<file path="src/rtl/spi_ram_burst.sv">
`default_nettype none
// +--------------------------------------------------------------------------+
// | spi_ram_burst: command-decoding single-port RAM behind an SPI slave,     |
// | with independent write/read pointers. Optional macro:                    |
// | SPI_RAM_AUTO_INC_EN (pointers advance after each successful data cmd).   |
// | Revision: 1.0                                                            |
// +--------------------------------------------------------------------------+
module spi_ram_burst #(
  parameter int DATA_W    = 8,
  parameter int ADDR_W    = 8,
  parameter int MEM_DEPTH = 256
) (
  input  logic              clk,
  input  logic              rst_n,
  input  logic [DATA_W+1:0] din,
  input  logic              rx_valid,
  output logic [DATA_W-1:0] dout,
  output logic              tx_valid,
  output logic              cmd_err
);

  localparam logic [1:0] CMD_WR_ADDR = 2'b00;
  localparam logic [1:0] CMD_WR_DATA = 2'b01;
  localparam logic [1:0] CMD_RD_ADDR = 2'b10;
  localparam logic [1:0] CMD_RD_DATA = 2'b11;

  localparam logic [ADDR_W-1:0] LAST_ADDR = ADDR_W'(MEM_DEPTH - 1);

`ifdef SPI_RAM_AUTO_INC_EN
  localparam bit AUTO_INC = 1'b1;
`else
  localparam bit AUTO_INC = 1'b0;
`endif

  logic [DATA_W-1:0] mem [MEM_DEPTH];

  logic [ADDR_W-1:0] wr_ptr_q, wr_ptr_d;
  logic [ADDR_W-1:0] rd_ptr_q, rd_ptr_d;
  logic              wr_set_q, wr_set_d;
  logic              rd_set_q, rd_set_d;
  logic [DATA_W-1:0] dout_q, dout_d;
  logic              tx_valid_q, tx_valid_d;
  logic              cmd_err_q, cmd_err_d;

  logic [1:0]        cmd;
  logic [DATA_W-1:0] payload;
  logic              addr_ok;
  logic              mem_we;

  assign cmd     = din[DATA_W+1:DATA_W];
  assign payload = din[DATA_W-1:0];
  // Full payload is range-checked so a non-power-of-two depth rejects e.g. 200..255.
  assign addr_ok = (32'(payload) < 32'(MEM_DEPTH));

  function automatic logic [ADDR_W-1:0] next_ptr(input logic [ADDR_W-1:0] p);
    return (p == LAST_ADDR) ? '0 : p + 1'b1;
  endfunction

  always_comb begin
    wr_ptr_d   = wr_ptr_q;
    rd_ptr_d   = rd_ptr_q;
    wr_set_d   = wr_set_q;
    rd_set_d   = rd_set_q;
    dout_d     = dout_q;
    tx_valid_d = 1'b0;
    cmd_err_d  = 1'b0;
    mem_we     = 1'b0;
    if (rx_valid) begin
      case (cmd)
        CMD_WR_ADDR: begin
          if (addr_ok) begin
            wr_ptr_d = payload[ADDR_W-1:0];
            wr_set_d = 1'b1;
          end else begin
            cmd_err_d = 1'b1;
          end
        end
        CMD_WR_DATA: begin
          if (wr_set_q) begin
            mem_we = 1'b1;
            if (AUTO_INC) wr_ptr_d = next_ptr(wr_ptr_q);
          end else begin
            cmd_err_d = 1'b1;
          end
        end
        CMD_RD_ADDR: begin
          if (addr_ok) begin
            rd_ptr_d = payload[ADDR_W-1:0];
            rd_set_d = 1'b1;
          end else begin
            cmd_err_d = 1'b1;
          end
        end
        CMD_RD_DATA: begin
          if (rd_set_q) begin
            dout_d     = mem[rd_ptr_q];
            tx_valid_d = 1'b1;
            if (AUTO_INC) rd_ptr_d = next_ptr(rd_ptr_q);
          end else begin
            cmd_err_d = 1'b1;
          end
        end
        default: cmd_err_d = 1'b1;
      endcase
    end
  end

  always_ff @(posedge clk or negedge rst_n) begin
    if (!rst_n) begin
      wr_ptr_q   <= '0;
      rd_ptr_q   <= '0;
      wr_set_q   <= 1'b0;
      rd_set_q   <= 1'b0;
      dout_q     <= '0;
      tx_valid_q <= 1'b0;
      cmd_err_q  <= 1'b0;
    end else begin
      wr_ptr_q   <= wr_ptr_d;
      rd_ptr_q   <= rd_ptr_d;
      wr_set_q   <= wr_set_d;
      rd_set_q   <= rd_set_d;
      dout_q     <= dout_d;
      tx_valid_q <= tx_valid_d;
      cmd_err_q  <= cmd_err_d;
    end
  end

  // Storage is deliberately left out of reset so it maps onto plain RAM.
  always_ff @(posedge clk) begin
    if (mem_we) mem[wr_ptr_q] <= payload;
  end

  assign dout     = dout_q;
  assign tx_valid = tx_valid_q;
  assign cmd_err  = cmd_err_q;

endmodule
`default_nettype wire
</file>
<file path="config.mk">
export PLATFORM = sky130hd
export DESIGN_NAME = spi_ram_burst
export DESIGN_NICKNAME = d
export VERILOG_FILES = /design/src/rtl/spi_ram_burst.sv
export SDC_FILE = /design/constraint.sdc
export NUM_CORES = 2
export LEC_CHECK = 0
export BUFFER_PORTS_ARGS = -buffer_cell sky130_fd_sc_hd__buf_2
export CELL_PAD_IN_SITES_DETAIL_PLACEMENT = 0
export CELL_PAD_IN_SITES_GLOBAL_PLACEMENT = 1
export CORE_ASPECT_RATIO = 0.6
export CORE_UTILIZATION = 50
export CTS_BUF_LIST = sky130_fd_sc_hd__clkbuf_4 sky130_fd_sc_hd__clkbuf_8
export CTS_CLUSTER_DIAMETER = 60
export DETAILED_ROUTE_END_ITERATION = 16
export GPL_ROUTABILITY_DRIVEN = 0
export GPL_TIMING_DRIVEN = 0
export PLACE_DENSITY_LB_ADDON = 0.1
export SYNTH_ARGS = -nofsm -noshare
export SYNTH_HDL_FRONTEND = slang
export SYNTH_SLANG_ARGS = --single-unit
</file>
<file path="constraint.sdc">
create_clock -name clk -period 7.45 [get_ports clk]
set_clock_uncertainty 0.1 [all_clocks]
set_input_delay 1.1175 -clock clk [delete_from_list [all_inputs] [get_ports clk]]
set_output_delay 1.1175 -clock clk [all_outputs]
set_load 0.005 [all_outputs]
</file>
==> results.yml <==
run_status:
  outcome: "complete, but fails checks"
  failed_checks: "capacitance limit, slew limit"
synth:
  synth_cell_types: 61
  mappedNetlistArea_um2: 80300
  synth_area_leaders: "edfxtp_1, mux4_2, mux2i_1"
  yosysWarnings: 0
  syn_nets: 3822
  synth.most_common_cell: "edfxtp_1"
  synth_seq_cells: 2076
  async_reset_ff_share_pct: 1.35
  synth_cells: 3809
  synth-main-ff-cell: "edfxtp_1"
  synth_top_cell_by_area: "edfxtp_1"
  synth_top_area_share_pct: 76.5
  synth_edf_count: 2048
  syn-mean-instance-area_um2: 21.1
  synth_common_cells: "edfxtp_1, mux4_2, nor2_1"
  ys_seq_area_share_pct: 77.4
setup_path:
  path_cells: "buf_2 > buf_2 > clkbuf_1 > clkbuf_1 > nor2_1 > o21ai_1 > nand4_1 > o41ai_2"
  crit_slowest_cell: "clkbuf_1"
  path_buf_inv: 4
  critPathMaxFanout: 10
  required_ps: 8240
  r2r-start: "rd_ptr_q[4]"
  cp_top_family: "buffers and inverters"
  rr_worst_depth: 8
  ff2ff_setup_slack_ps: 1510
  slowest_delay_ps: 1200
  cp-end-kind: "register"
  critPathArrivalTime_ps: 6720
  r2r-end: "dout[7]"
  critPathKind: "reg -> reg"
  start_kind: "register"
sta:
  fmax_ghz: 0.168
  slew_headroom_pct: -15.4
  period_share_pct: 79.7
  finalMaxSlewViolations: 162
  tightest_slew_ps: 1710
  period_needed_ps: 5940
  rsz0062_at_grt: "false"
  hold_viol: 0
  fin_setup_tns_ps: 0
  finalSetupViolations: 0
global_route:
  grt_max_degree: 138
  overflow: 0
  antenna_found_initial: 30
  grt_pass1_vias: 42600
  grt_pass1_wl_um: 413000
  track_usage_pct: 39.5
floorplan:
  start_util_pct: 50.6
  dieArea_um2: 162000
  io_pins: 23
  rows: 113
  core_um2: 159000
  die_w_um: 519
  dieHeight_um: 313
final_layout:
  fin_nets: 4175
  syn_to_final_growth_pct: 11.7
  drive_above_1_share_pct: 26.6
  fin_util_pct: 56.5
power:
  pwr_density_cell_nw_per_um2: 308
  leakage_nw: 28.0
  peakVddDrop_v: 0.000237
cts:
  clk_path_buf_depth: 4
  clkLatencyLatePin_ps: 990
  cts.repair.resized: 0
  numCtsBuffers: 306
  clkSlewWorstSetupHoldPaths_ps: 70
  postCtsHoldBufs: 0
  tritoncts: "built"
  post_cts_buffers: 0
  cts_root_buf: "clkbuf_8"
  htree_num_levels: 5
  clock-sinks: 2076
placed_design:
  io_buffers: 22
  dpl.hpwl_um: 207000
route:
  dr.pass1.iters: 6
  routed-via-count: 47000
  vias_per_cell: 7.20
  wirelength_um: 320000
  wl_per_cell_um: 49.0
  route.detailed.drc: 0
  ant_nets: 0
  detail_route.iter0.violations: 9772
run:
  maxCapViolations: 16
min_path:
  hp-class: "in -> async"
[cell type report]
cell class | count | area (um2)
Buffer | 223 | 1470
Clock inverter | 109 | 672
Sequential cell | 2076 | 62200
Multi-Input combinational cell | 1504 | 16700
Fill cell | 12000 | 69200
Clock buffer | 427 | 5210
Tap cell | 2127 | 2660
Inverter | 6 | 22.5
Antenna cell | 11 | 27.5
Timing Repair Buffer | 45 | 752
[cells in the final DEF (no fill, tap or decap), types with 40 or more instances in the layout]
| master | synthesis | layout |
|---|---|---|
| a22oi_1 | 54 | 54 |
| buf_2 | 48 | 69 |
| buf_6 | 41 | 42 |
| clkbuf_1 | 89 | 64 |
| clkbuf_4 | 0 | 107 |
| clkbuf_8 | 0 | 320 |
| clkinv_1 | 1 | 64 |
| edfxtp_1 | 2048 | 2048 |
| mux2i_1 | 145 | 145 |
| mux4_2 | 452 | 452 |
| nand2_1 | 97 | 97 |
| nand3_1 | 49 | 49 |
| nor2_1 | 297 | 293 |
| o221ai_1 | 40 | 40 |
| o22ai_1 | 92 | 92 |
[worst max path at each step]
stage,slack [ps],endpoint,cells past startpoint,startpoint
after floorplan,4330,mem[219][0],5,din[9]
after global placement,1600,dout[2],9,rd_ptr_q[4]
after detailed placement,1990,dout[4],8,din[9]
after CTS,2140,dout[0],9,rd_ptr_q[2]
after global routing,2040,dout[7],8,rd_ptr_q[4]
final,1510,dout[7],8,rd_ptr_q[4]
[power breakdown]
part	internal, mW	total [mW]	switching [mW]
sequential	12.9	12.9	0.0621
clock	4.73	9.34	4.61
combinational	1.45	5.34	3.89
[per-layer routing]
metal  vias up  track usage [%]  wire (um)
li1      16700                -          -
met1     24900             57.5     123000
met2      4686             49.9     124000
met3       661             20.2      59000
met4         2             15.0      13900
met5         -                0         13
[metrics by stage]
stage	hold WS [ps]	setup slack [ps]	cells	area (um2)	total power, mW
2_1_floorplan	341	4330	3809	80300	15.4
3_3_place_gp	359	1600	5958	83100	18.1
3_5_place_dp	364	1990	5980	83800	18.2
4_1_cts	149	2140	6516	89700	27.2
5_1_grt	189	2040	6518	89700	27.8
6_report	173	1510	6528	89700	27.6
[flip-flops by register name (all words and copies together), names as in the netlist]
name      cells
dout          8
rd_ptr_q      8
cmd_err       1
wr_set_q      1
rd_set_q      1
tx_valid      1
wr_ptr_q      8
mem        2048
[logic make-up after synthesis]
family	after synthesis	synth area share, %
AOI/OAI and AO/OA	345	3.03
buffers and inverters	229	1.81
DFF	2076	77.4
muxes	626	14.9
and+or+nand+nor	533	2.86
Note: power is estimated with default switching activity, not from simulation.
